## src/rtl/wb_master_bridge.sv

```systemverilog
// Wishbone classic single-transfer master driven by a level-held CPU read/write request.
// Runs one bus cycle per request, with an error/timeout path and a one-cycle completion pulse.
module wb_master_bridge #(
    parameter int ADDR_WIDTH     = 32,
    parameter int DATA_WIDTH     = 32,
    parameter int TIMEOUT_CYCLES = 255
) (
    input  logic                    clk,
    input  logic                    arst,
    input  logic                    i_start_read,
    input  logic                    i_start_write,
    input  logic [ADDR_WIDTH-1:0]   i_addr,
    input  logic [DATA_WIDTH-1:0]   i_write_data,
    input  logic [DATA_WIDTH/8-1:0] i_sel,
    output logic [DATA_WIDTH-1:0]   o_read_data,
    output logic                    o_done,
    output logic                    o_err,
    output logic                    o_wb_cyc,
    output logic                    o_wb_stb,
    output logic                    o_wb_we,
    output logic [ADDR_WIDTH-1:0]   o_wb_adr,
    output logic [DATA_WIDTH-1:0]   o_wb_dat,
    output logic [DATA_WIDTH/8-1:0] o_wb_sel,
    input  logic [DATA_WIDTH-1:0]   i_wb_dat,
    input  logic                    i_wb_ack,
    input  logic                    i_wb_err
);

    typedef enum logic [1:0] {IDLE, BUS, DONE} state_t;

    // The counter value on the last allowed BUS cycle; the count starts at 0 on entry.
    localparam logic [7:0] TIMEOUT_LAST = 8'(TIMEOUT_CYCLES - 1);

    state_t     state;
    logic [7:0] timeout_cnt;

    always_ff @(posedge clk) begin
        if (arst) begin
            state       <= IDLE;
            timeout_cnt <= '0;
            o_read_data <= '0;
            o_done      <= 1'b0;
            o_err       <= 1'b0;
            o_wb_cyc    <= 1'b0;
            o_wb_stb    <= 1'b0;
            o_wb_we     <= 1'b0;
            o_wb_adr    <= '0;
            o_wb_dat    <= '0;
            o_wb_sel    <= '0;
        end else begin
            o_done <= 1'b0;
            o_err  <= 1'b0;
            case (state)
                IDLE: begin
                    // Write wins when both requests are up.
                    if (i_start_write || i_start_read) begin
                        o_wb_adr    <= i_addr;
                        o_wb_dat    <= i_write_data;
                        o_wb_sel    <= i_sel;
                        o_wb_we     <= i_start_write;
                        o_wb_cyc    <= 1'b1;
                        o_wb_stb    <= 1'b1;
                        timeout_cnt <= '0;
                        state       <= BUS;
                    end
                end
                BUS: begin
                    if (i_wb_err || i_wb_ack || (timeout_cnt == TIMEOUT_LAST)) begin
                        o_wb_cyc <= 1'b0;
                        o_wb_stb <= 1'b0;
                        o_done   <= 1'b1;
                        // Anything other than a clean ack (error or timeout) is flagged.
                        o_err    <= i_wb_err || !i_wb_ack;
                        if (!i_wb_err && i_wb_ack && !o_wb_we) begin
                            o_read_data <= i_wb_dat;
                        end
                        state <= DONE;
                    end else begin
                        timeout_cnt <= timeout_cnt + 8'd1;
                    end
                end
                DONE: begin
                    state <= IDLE;
                end
                default: begin
                    state <= IDLE;
                end
            endcase
        end
    end

endmodule

```

## config.mk

```make
export PLATFORM = sky130hd
export DESIGN_NAME = wb_master_bridge
export DESIGN_NICKNAME = d
export VERILOG_FILES = /design/src/rtl/wb_master_bridge.sv
export SDC_FILE = /design/constraint.sdc
export NUM_CORES = 1
export LEC_CHECK = 0
export ABC_AREA = 1
export BUFFER_PORTS_ARGS = -buffer_cell sky130_fd_sc_hd__buf_2
export CAP_MARGIN = 0
export CORE_ASPECT_RATIO = 0.5
export CORE_MARGIN = 2
export CORE_UTILIZATION = 47
export CTS_BUF_LIST = sky130_fd_sc_hd__clkbuf_4
export DETAILED_ROUTE_END_ITERATION = 10
export PLACE_DENSITY_LB_ADDON = 0.08
export REMOVE_ABC_BUFFERS = 1
export SYNTH_ARGS = -nofsm -noshare
export SYNTH_HDL_FRONTEND = slang
export SYNTH_SLANG_ARGS = --single-unit
```

## constraint.sdc

```tcl
create_clock -name clk -period 1.4 [get_ports clk]
set_clock_uncertainty 0.05 [all_clocks]
set_input_delay 0.21 -clock clk [delete_from_list [all_inputs] [get_ports clk]]
set_output_delay 0.21 -clock clk [all_outputs]
set_load 0.005 [all_outputs]
```

**Word-level counts from Yosys, hierarchy flattened**

Cells that the tools add are included.

- Logic and storage cells: 46
- Bits of input ports: 106
- Register bits: 114
- Output and inout port bits: 105

- Add/sub/neg operators: 1
- Muxes and demuxes: 10
- Reductions and logical operators: 18
- Bitwise logic cells: 2
- Eq/ne operators: 5

Operators with widths:

| kind | number |
|---|---|
| $mux W8 | 2 |
| $pmux W8 S2 | 1 |
| $reduce_and A3 Y1 | 3 |
| $add A8 B1 Y8 const B | 1 |
| $eq A8 B8 Y1 const B | 1 |
| $ne A2 B2 Y1 const B | 3 |
| $logic_or A1 B1 Y1 | 4 |
| $mux W2 | 2 |
| $pmux W2 S2 | 1 |
| $reduce_and A2 Y1 | 2 |
| $logic_not A1 Y1 | 3 |
| $mux W1 | 3 |
| $reduce_or A3 Y1 | 1 |
| $eq A2 B1 Y1 const B | 1 |
| $logic_and A1 B1 Y1 | 2 |
| $logic_not A2 Y1 | 1 |
| $not A1 Y1 | 2 |
| $pmux W1 S2 | 1 |
| $reduce_bool A2 Y1 | 1 |
| $reduce_or A2 Y1 | 1 |

**Logic depth before layout (Yosys ltp)**

- Depth in word-level cells: 4
- Mapped depth: 11
- Gate-level depth less buffers: 11

**Worst setup path after synthesis**

No wires, ideal clock.

- Path type: register to register
- From: register timeout_cnt[0]
- To: register timeout_cnt[6]
- Setup time: 112 ps
- Cell stages (with the launch flop): 11
- Path buffers: 0
- Setup slack: 92 ps
- Arrival: 1146 ps
- Clock period less this slack: 1308 ps
- Path through: dfxtp_1 inv_1 ha_1 nand2_1 nor2_1 nand2_1 nand3_1 nand3_1 inv_1 nand2_1 nand2_1

- Word-level cells in the longest chain between the ends: 4
- Elaborated cells on any way between the ends: 7
- Those cells by class: add/sub (1); eq/ne (2); mux (2); reduce/logical (2)

Ends and longest elaborated chain:

| what | line | RTL |
|---|---|---|
| start: declaration | 35 | `logic [7:0] timeout_cnt;` |
| start signal: assignment | 79 | `timeout_cnt <= timeout_cnt + 8'd1;` |
| branches (longest 4 deep; another with $add A8 B1 Y8) | -- |  |

Several ways; the timed one is not identified. The select of a mux whose other input is x is not followed.
A chain may end at the register's enable or synchronous reset.

**Final worst setup path**

- From: register timeout_cnt[0]
- To: register timeout_cnt[2]

The elaborated chain is that of the path after synthesis.

==> summary.md <==
| Metric | Value |
|---|---|
| Final hold violation count | 0 |
| Worst-Margin Slew | 0.381 ns |
| Post-synthesis register bit count | 114 |
| Most frequent CP cell | nand2_1 |
| Startpoint Class | register |
| Synthesis Warnings | 0 |
| DR WL/cell | between 10 and 15 um |
| # diodes | 0 |
| Post-Layout Cell Count | 999 |
| Drt initial violations | just under 200 |
| GP Congestion | 0.826 |
| Cell count along the critical path | 7 |
| Final min period | 1.36 ns |
| Antenna viol nets, final | 0 |
| Final setup fails | 0 |
| Synth area leader | dfxtp_1 |
| Achievable Freq | 736 MHz |
| TritonCTS clock tree | yes |
| IO Port Bufs | 210 |
| Hold Crit Start | i_wb_err |
| Share of layout cells above drive strength 1 | around 34% |
| Critical path class | register to register |
| Worst path bufs/invs | 2 |
| Critical path arrival | 1.74 ns |
| Num Clock Sinks | 114 |
| Status | completed |
| Mapped Cells | 542 |
| Clock Latency Late Sink | 0.50 ns |
| # IOs | 211 |
| Syn-to-layout area delta | 65.7% |
| Detailed Route WL | 13,300 um |
| Synthesized cell area | between 0.004 and 0.005 sq mm |
| Final hold slack | roughly 0.096 ns |
| Pwr Density | roughly 1100 mW/mm^2 |
| R2R Path Start | timeout_cnt[0] |
| Starting Density | roughly 48% |
| First-pass GRT wire length | 20,900 um |
| Overall Global Routing Usage | 27.8% |
| Max-Cap Viols | 0 |
| Post-synth ARST share | 0% |
| Post-synth top area share | 55.1% |
| Chip Width | roughly 140 um |
| Clock transition at path regs | approximately 0.10 ns |
| CP delay by family, top | simple AND/OR/NAND/NOR gates |
| Most frequent cells after synthesis | nor2_1 (215), dfxtp_1 (114), o21ai_0 (104) |
| Leakage | 3.44 nW |
| Total number of vias | roughly 4,800 |
| Grt ovf | 0 |
| Die Y-Extent | 70.4 um |
| Inst Count DP | around 860 |
| Worst setup margin | ~0.041 ns |
| Sequential share of the synthesized area | 55.1% |
| Cell Chain, Critical Path | buf_4 -> ha_2 -> nand2_1 -> inv_1 -> nor3_2 -> nand2_1 -> a21oi_1 |
| Full die area | a little under 0.01 sq mm |
| DP Worst Slack | -0.129 ns |
| Avg Cell Area, Syn | 7.64 sq um |
| DRC violations left | 0 |
| Root Driver | clkbuf_4 |
| Part of the cycle the worst path needs | 97.0% |
| Netlist cell types | 20 |
| Drt first pass iters | 5 |
| Worst Reg-to-Reg Cells | 7 |
| Power, Total | between 7 and 8 mW |
| Vias in the first global route | 4,578 |
| Crit path launch | timeout_cnt[0] |
| Core area | ~0.0086 sq mm |
| Relative slew slack | 74.5% |
| Dpl hpwl | 7550 um |
| Vias per std cell | 4.78 |
| Number of synthesized flops with an enable pin | 0 |
| Initial antenna violation count | 0 |
| Max IR drop VDD | 0.000551 V |
| RSZ-0062 raised after global routing | true |
| Worst stage delay on the critical path | approximately 0.33 ns |
| Clock tree buffer depth | 2 |
| Nets | 979 |
| HP Class | input port to register |
| Pins Over Slew Limit | 0 |
| CP endpoint kind | register |
| H-tree depth | 4 |
| Row cnt | 24 |
| Pin count of the biggest net entering global routing | 57 |
| Hold Path Stages | 4 |
| Critical Path RT | 1.78 ns |
| Slowest cell on the critical path | dfxtp_2 |
| Commonest register cell after synthesis | dfxtp_1 |
| Most common cell in the netlist | nor2_1 |
| Crit path max fanout | 3 |
| Largest cells by area after synthesis | dfxtp_1 (55%), nor2_1 (19%), o21ai_0 (13%), nand2_1 (3.4%), clkbuf_1 (1.6%) |
| CTS Buf Count | 17 |
## per-stage QoR
stage	util, %	instance area, sq um	setup TNS (ns)
3_3_place_gp	62.7	5410	-1.78
2_1_floorplan	-	3960	-176.53
4_1_cts	77.9	6710	-0.0394
6_report	79.6	6860	0
3_5_place_dp	62.7	5410	-3.63
5_1_grt	79.6	6860	-0.596
## where the power goes
group / switching, mW / internal (mW)
clock network: 1.16 / 0.881
logic: 0.735 / 0.787
registers: 0.132 / 3.52
total: 2.03 / 5.19
## placed cells by master, fill, tap and decap left out, types with 5 or more instances in the layout
cell / Yosys / final
clkinv_2: 0 / 5
dlygate4sd3_1: 0 / 104
dfxtp_1: 114 / 111
inv_1: 12 / 9
o21ai_0: 104 / 101
buf_2: 9 / 210
nand2_1: 37 / 32
buf_12: 0 / 7
nor2_1: 215 / 211
clkbuf_4: 0 / 20
buf_4: 2 / 20
## repair_timing
item,4_1_cts,5_1_grt
setup buffers,3,5
endpoints found under the setup margin,46,102
hold buffers,104,0
pin swaps,1,9
resized for setup,7,35
hold endpoints to repair,108,0
## routing by layer
metal  vias to the layer above  GRT usage (%)  wire length (um)
met5                         -              0                 0
met4                         0           11.3               257
met3                        28           8.35              1090
met2                       192           49.0              6590
met1                      2179           31.4              5380
li1                       2378              -                 -
## cell type report
type                       instances  area (sq um)
sequential                       114          2290
timing repair buffer             344          2420
tap                              117           146
inverter                          16          70.1
fill                             587          1760
multi-input combinational        378          1720
clock buffer                      20           150
clock inverter                    10          70.1
## worst paths after layout
| path | to | slack (ns) |
|---|---|---|
| setup / recovery | timeout_cnt[2] | 0.04 |
| hold / removal | state[0] | 0.1 |
| setup reg to reg | timeout_cnt[2] | 0.04 |
| hold reg to reg | timeout_cnt[7] | 0.41 |
## worst reg2reg max path, cell delays in order, from the launching register on
cell,delay (ns)
dfxtp_2,0.33
buf_4,0.13
ha_2,0.19
nand2_1,0.08
inv_1,0.08
nor3_2,0.20
nand2_1,0.08
a21oi_1,0.16
## kinds of logic after synthesis
logic type	share of synthesized area (%)
simple gates	25.0
flops	55.1
compound gates	13.4
buf+inv	5.89
fa+ha+maj	0.604
## flip-flops by register name (all words and copies together) (netlist names)
signal,cells
o_read_data,32
o_wb_adr,32
o_wb_dat,32
timeout_cnt,8
o_wb_sel,4
state,2
o_done,1
o_err,1
o_wb_stb,1
o_wb_we,1
(Power assumes the default switching activity.)
